File: src/rtl/load_ctrl.sv
// Load controller: accepts lw/lh/lhu/lb/lbu requests, issues one word read, extracts the result.
// Optional bus-error timeout while waiting for m_rd_ack is enabled by defining LOAD_TIMEOUT_EN.
module load_ctrl #(
  parameter int unsigned TIMEOUT_CYCLES = 16
) (
  input  logic        clk,
  input  logic        resetn,
  input  logic [2:0]  ld_op,
  input  logic        req_valid,
  input  logic [31:0] p_addr,
  input  logic        int_req,
  output logic        req_ready,
  output logic        m_rd_req,
  output logic [31:0] m_rd_addr,
  input  logic        m_rd_ack,
  input  logic [31:0] m_rd_data,
  output logic        rsp_valid,
  output logic [31:0] rsp_data,
  output logic        adel,
  output logic        bus_err,
  output logic        busy
);

  localparam logic [2:0] OpLw  = 3'd1;
  localparam logic [2:0] OpLh  = 3'd2;
  localparam logic [2:0] OpLhu = 3'd3;
  localparam logic [2:0] OpLb  = 3'd4;
  localparam logic [2:0] OpLbu = 3'd5;

  typedef enum logic [1:0] {StIdle, StReq, StResp} state_e;

  if (TIMEOUT_CYCLES == 0) begin : g_bad_timeout
    $error("TIMEOUT_CYCLES must be nonzero");
  end

  state_e      state_q;
  logic [2:0]  op_q;
  logic [1:0]  off_q;
  logic        kill_q;
  logic        req_ready_q, m_rd_req_q, rsp_valid_q, adel_q, busy_q;
  logic [31:0] m_rd_addr_q, rsp_data_q;
  logic        op_valid, misaligned, killed;
`ifdef LOAD_TIMEOUT_EN
  logic [31:0] tmo_cnt_q;
  logic        bus_err_q;
`endif

  function automatic logic [31:0] extract(input logic [2:0] op, input logic [1:0] off,
                                          input logic [31:0] w);
    logic [15:0] half_v;
    logic [7:0]  byte_v;
    half_v = off[1] ? w[31:16] : w[15:0];
    case (off)
      2'd0:    byte_v = w[7:0];
      2'd1:    byte_v = w[15:8];
      2'd2:    byte_v = w[23:16];
      default: byte_v = w[31:24];
    endcase
    case (op)
      OpLh:    extract = {{16{half_v[15]}}, half_v};
      OpLhu:   extract = {16'h0000, half_v};
      OpLb:    extract = {{24{byte_v[7]}}, byte_v};
      OpLbu:   extract = {24'h000000, byte_v};
      default: extract = w;
    endcase
  endfunction

  always_comb begin
    op_valid   = (ld_op >= OpLw) && (ld_op <= OpLbu);
    misaligned = ((ld_op == OpLw) && (p_addr[1:0] != 2'b00)) ||
                 (((ld_op == OpLh) || (ld_op == OpLhu)) && p_addr[0]);
    // A flush in the same cycle as the ack still kills the load.
    killed     = kill_q || int_req;
  end

  always_ff @(posedge clk) begin
    if (!resetn) begin
      state_q     <= StIdle;
      op_q        <= 3'd0;
      off_q       <= 2'd0;
      kill_q      <= 1'b0;
      req_ready_q <= 1'b1;
      m_rd_req_q  <= 1'b0;
      m_rd_addr_q <= 32'd0;
      rsp_valid_q <= 1'b0;
      rsp_data_q  <= 32'd0;
      adel_q      <= 1'b0;
      busy_q      <= 1'b0;
`ifdef LOAD_TIMEOUT_EN
      tmo_cnt_q   <= 32'd0;
      bus_err_q   <= 1'b0;
`endif
    end else begin
      unique case (state_q)
        StIdle: begin
          if (req_valid && op_valid && !int_req) begin
            req_ready_q <= 1'b0;
            busy_q      <= 1'b1;
            if (misaligned) begin
              state_q     <= StResp;
              rsp_valid_q <= 1'b1;
              adel_q      <= 1'b1;
              rsp_data_q  <= 32'd0;
            end else begin
              state_q     <= StReq;
              op_q        <= ld_op;
              off_q       <= p_addr[1:0];
              kill_q      <= 1'b0;
              m_rd_req_q  <= 1'b1;
              m_rd_addr_q <= {p_addr[31:2], 2'b00};
`ifdef LOAD_TIMEOUT_EN
              tmo_cnt_q   <= 32'd0;
`endif
            end
          end
        end
        StReq: begin
          if (int_req) kill_q <= 1'b1;
          if (m_rd_ack) begin
            m_rd_req_q  <= 1'b0;
            m_rd_addr_q <= 32'd0;
            if (killed) begin
              state_q     <= StIdle;
              req_ready_q <= 1'b1;
              busy_q      <= 1'b0;
            end else begin
              state_q     <= StResp;
              rsp_valid_q <= 1'b1;
              rsp_data_q  <= extract(op_q, off_q, m_rd_data);
            end
          end
`ifdef LOAD_TIMEOUT_EN
          else if (tmo_cnt_q == TIMEOUT_CYCLES - 1) begin
            m_rd_req_q  <= 1'b0;
            m_rd_addr_q <= 32'd0;
            if (killed) begin
              state_q     <= StIdle;
              req_ready_q <= 1'b1;
              busy_q      <= 1'b0;
            end else begin
              state_q     <= StResp;
              rsp_valid_q <= 1'b1;
              rsp_data_q  <= 32'd0;
              bus_err_q   <= 1'b1;
            end
          end else begin
            tmo_cnt_q <= tmo_cnt_q + 32'd1;
          end
`endif
        end
        default: begin
          state_q     <= StIdle;
          req_ready_q <= 1'b1;
          busy_q      <= 1'b0;
          rsp_valid_q <= 1'b0;
          rsp_data_q  <= 32'd0;
          adel_q      <= 1'b0;
          kill_q      <= 1'b0;
`ifdef LOAD_TIMEOUT_EN
          bus_err_q   <= 1'b0;
`endif
        end
      endcase
    end
  end

  // A flush arriving during the response cycle drops the completion.
  assign rsp_valid = rsp_valid_q && !int_req;
  assign rsp_data  = rsp_valid ? rsp_data_q : 32'd0;
  assign adel      = adel_q && rsp_valid;
`ifdef LOAD_TIMEOUT_EN
  assign bus_err   = bus_err_q && rsp_valid;
`else
  assign bus_err   = 1'b0;
`endif
  assign req_ready = req_ready_q;
  assign m_rd_req  = m_rd_req_q;
  assign m_rd_addr = m_rd_addr_q;
  assign busy      = busy_q;

endmodule

File: config.mk
export PLATFORM = sky130hd
export DESIGN_NAME = load_ctrl
export DESIGN_NICKNAME = d
export VERILOG_FILES = /design/src/rtl/load_ctrl.sv
export SDC_FILE = /design/constraint.sdc
export NUM_CORES = 1
export LEC_CHECK = 0
export ABC_CLOCK_PERIOD_IN_PS = 5050
export CAP_MARGIN = 20
export CELL_PAD_IN_SITES_DETAIL_PLACEMENT = 1
export CELL_PAD_IN_SITES_GLOBAL_PLACEMENT = 1
export CORE_MARGIN = 2
export CORE_UTILIZATION = 35
export CTS_CLUSTER_DIAMETER = 80
export DETAILED_ROUTE_END_ITERATION = 10
export GPL_TIMING_DRIVEN = 1
export PLACE_DENSITY = 0.87
export SLEW_MARGIN = 20
export SYNTH_ARGS = -nofsm -noshare
export SYNTH_HDL_FRONTEND = slang
export SYNTH_SLANG_ARGS = --single-unit
export TNS_END_PERCENT = 100
File: constraint.sdc
create_clock -name clk -period 5.05 [get_ports clk]
set_clock_uncertainty 0.05 [all_clocks]
set_input_delay 1.515 -clock clk [delete_from_list [all_inputs] [get_ports clk]]
set_output_delay 1.515 -clock clk [all_outputs]
set_load 0.02 [all_outputs]
Word-level counts from Yosys, hierarchy flattened:

Cells that the tools add are included.

* bitwise gates (word level): 2
* mux-type cells: 40
* order comparisons: 2
* equality and inequality tests: 17
* reduce and logical (&&, ||, !) cells: 22

Operators with widths (number)
* 2-to-1 mux 32 bit: 8
* case mux 32 bit (2 select lines): 2
* case mux 32 bit (4 select lines): 1
* case mux 8 bit (3 select lines): 1
* 2-to-1 mux 1 bit: 16
* 2-to-1 mux 16 bit: 1
* != test 2 bit (second input constant): 7
* == test 3 x 2 -> 1 bit (second input constant): 4
* case mux 1 bit (2 select lines): 6
* AND reduction 3 bit: 4
* 2-to-1 mux 2 bit: 4
* AND reduction 4 bit: 2
* logical AND 1 bit: 7
* == test 3 bit (second input constant): 2
* == test 2 x 1 -> 1 bit (second input constant): 2
* logical NOT 2 bit: 2
* case mux 2 bit (2 select lines): 1
* nonzero test 2 bit: 2
* == test 3 x 1 -> 1 bit (second input constant): 1
* >= comparator 3 x 1 -> 1 bit (second input constant): 1
* less-or-equal comparator 3 bit (second input constant): 1
* logical OR 1 bit: 3
* == test 2 bit (second input constant): 1
* inverter 1 bit: 2
* other kinds (2): 2

* word-level logic and storage cells: 94
* register bits: 77
* output and inout bits: 70
* input bits: 72

Logic depth before layout (Yosys ltp):

* word-level depth: 7
* depth in mapped cells: 7
* gate-level depth less buffers: 4

Least setup slack after synthesis:

OpenSTA, ideal clock, no wires.

* path kind: in2out
* start point: input int_req
* end point: output rsp_data[22]
* stages on the path: 3
* path buffers: 1
* slack: 1.085 ns
* arrival time: 2.400 ns
* cells stage by stage: nor2b_1 > clkbuf_1 > and2_1

* cells in the longest elaborated chain, start to end: 3

RTL lines
* start: declaration: line 11 `input logic int_req,`
* logical NOT 1 bit: line 168 `assign rsp_valid = rsp_valid_q && !int_req;`
* logical AND 1 bit: line 168
* via rsp_valid: line 17 `output logic rsp_valid,`
* 2-to-1 mux 32 bit: line 169 `assign rsp_data = rsp_valid ? rsp_data_q : 32'd0;`
* end: declaration: line 18 `output logic [31:0] rsp_data,`

The timed path passes the listed nets, and every way through them passes these cells.

Worst setup path in the final report:

* start point: input int_req
* end point: output rsp_data[15]

* cells in the longest elaborated chain, start to end: 3

RTL lines (line)
* logical NOT 1 bit: 168
* logical AND 1 bit: 168
* 2-to-1 mux 32 bit: 169

No other way between the ends.

==> impl_metrics.ini <==
[pwr]
p_per_area_mw_per_mm2 = 251
p_leak_nw = 1.99
fin_total_pwr_mw = 1.34
peakVddDrop_v = 0.000114

[synthesis]
syn-cell-area_mm2 = 0.00371
netlist_top_cells_count = 75 x dfxtp_1, 72 x nand2_1, 45 x nor2_1
post-synth-top-area-cell = dfxtp_1
synthArstFlopShare = 0
synth_edf_count = 0
synth_cell_type_count = 41
yosysMostFrequentCell = dfxtp_1
synthTopCellsByArea = dfxtp_1 41%, mux2i_1 9.7%, nand2_1 7.3%
ys_ff_latch = 75
synth.avg_cell_area_um2 = 9.11
synth_ff_type = dfxtp_1
yosys_warnings = 0
syn_inst = 407
synth_seq_area_share = 0.405
synth_top_area_frac = 0.405

[sta]
rsz0062_at_grt = false
setup-violations-final = 0
post-route-period-util = 0.939
fmax_ghz = 0.211
fin_ws_ns = 0.307
layout_min_cycle_time_ns = 4.74
relSlewSlack = 0.495
report.final.slew_viol_count = 0
tns_ns = 0
hold_violations = 0
worst_slew_pin_slew_ns = 0.739

[cts]
cts_max_level = 3
clk_latency_ns = 0.34
clkSinkCount = 75
cts.clk_slew.worst_paths_ns = 0.07
clockBufferDepth = 2
numCtsBuffers = 9
clock-root-buffer = clkbuf_8
cts_hold_buffers = 0
cts_setup_buffers = 0
cts_tree = yes
post_cts_resized = 0

[setup_path]
cp-end-kind = output port
crit_type = in2out
start_kind = input pin
worstPathMaxFanout = 34
required_ns = 3.49
cp.arrival_ns = 3.18
r2r_slack_ns = 2.75

[route]
ant_nets = 0
post_drt_wl_per_cell_um = 17.2
wirelength_mm = 11.6
drt_pass1_iterations = 4
drc = 0
vias_per_cell = 5.25
drt_iter0_drc = 143
vias = 3523

[final_layout]
ff_latch_area_mm2 = 0.00150
diodes = 0
area_growth_pct = 44.7
nets = 603
multi_input_area_mm2 = 0.00203
filler_cell_count = 1181
layout-drive-gt1-share = 0.0523

[floorplan]
coreArea_mm2 = 0.0103
die-area_mm2 = 0.0114
start_util = 0.359
num_rows = 37
fp.dieH_um = 107
io_pins = 142
die_x_um = 107

[global_routing]
antenna_found_initial = 0
grt_pass1_wl_mm = 18.4
grt_max_degree = 37
grt.overflow.total = 0
grt_use_total = 0.204
grt_pass1_vias = 3714

[status]
status = complete, no violations

[placed_design]
hpwlAfterDp_mm = 8.45
gp_congestion = 0.897
portBuffers = 138
place_ws_ns = 0.298

[hold_path]
hp-class = reg2reg

[flow_run]
drv_cap = 0
[layer usage]
layer,GRT usage,vias up,part of all wire
met5,0,-,0
met3,0.0845,18,0.11
li1,-,1671,-
met4,0.0770,0,0.026
met1,0.238,1678,0.41
met2,0.336,156,0.45
[through the flow]
stage,instance area [µm²],hold slack (ns),cells,utilization
6_report,5360,0.398,671,0.519
2_1_floorplan,3710,0.368,409,-
5_1_grt,5360,0.413,671,0.519
4_1_cts,5340,0.404,670,0.517
3_5_place_dp,5130,0.385,655,0.497
3_3_place_gp,5130,0.378,655,0.497
[logic make-up (layout without fill, tap and decap cells)]
| group | Yosys count | in the layout | synth area share |
|---|---|---|---|
| and+or+nand+nor | 167 | 167 | 0.206 |
| DFF | 75 | 75 | 0.405 |
| xor gates and xnor gates | 1 | 1 | 0.00236 |
| other | 1 | 3 | 0.00101 |
| AOI/OAI and AO/OA | 82 | 82 | 0.174 |
| buffers and inverters | 36 | 162 | 0.0554 |
| muxes | 45 | 45 | 0.156 |
[worst max-delay path, cell delays in order]
cell and delay [ns]:
clkdlybuf4s50_1 0.47, nor2b_1 0.23, buf_12 0.20, and2_1 0.16
clkdlybuf4s50_1 0.61
[final cells by class]
| class | count | share of cell area |
|---|---|---|
| well taps | 136 | 0.0317 |
| inverters | 4 | 0.00280 |
| multi-input cells | 298 | 0.379 |
| clock buffers | 10 | 0.0238 |
| flip-flops and latches | 75 | 0.280 |
| repair buffers | 143 | 0.268 |
| clock inverters | 5 | 0.0147 |
[power by group]
part / switching [mW] / internal (mW) / total, mW
Clock: 0.227 / 0.275 / 0.503
Sequential: 0.0162 / 0.608 / 0.624
Combinational: 0.105 / 0.112 / 0.217
[state kept, by name, indices dropped and copies added, names as in the netlist]
register	count
state_q	2
kill_q	1
m_rd_req	1
op_q	3
adel_q	1
req_ready	1
rsp_data_q	32
busy	1
off_q	2
rsp_valid_q	1
m_rd_addr	30
[cells in the final DEF (no fill, tap or decap), drive strengths merged]
cell type / count
a2111oi: 8
a211o: 1
a211oi: 1
a21boi: 1
a21o: 10
a21oi: 11
a22o: 7
a311oi: 1
and2: 33
and4bb: 1
buf: 5
bufinv: 2
clkbuf: 10
clkdlybuf4s50: 138
clkinv: 3
conb: 3
dfxtp: 75
inv: 4
mux2: 1
mux2i: 36
mux4: 8
nand2: 72
nand2b: 6
nor2: 45
nor2b: 2
nor3: 5
nor3b: 1
nor4: 1
o21a: 4
o21ai: 4
o21bai: 1
o22ai: 14
o2bb2ai: 17
o311a: 1
o311ai: 1
or3: 1
xor2: 1
[worst paths after layout]
kind                                    from                          to  cells after the start
setup / recovery                     int_req                rsp_data[15]                      5
hold / removal    rsp_data_q[1]$_SDFFE_PN0P_  rsp_data_q[1]$_SDFFE_PN0P_                      1
setup reg to reg        op_q[1]$_SDFFE_PN0P_  rsp_data_q[2]$_SDFFE_PN0P_                      4
hold reg to reg   rsp_data_q[1]$_SDFFE_PN0P_  rsp_data_q[1]$_SDFFE_PN0P_                      1
Power figures use the tool's default switching activity.
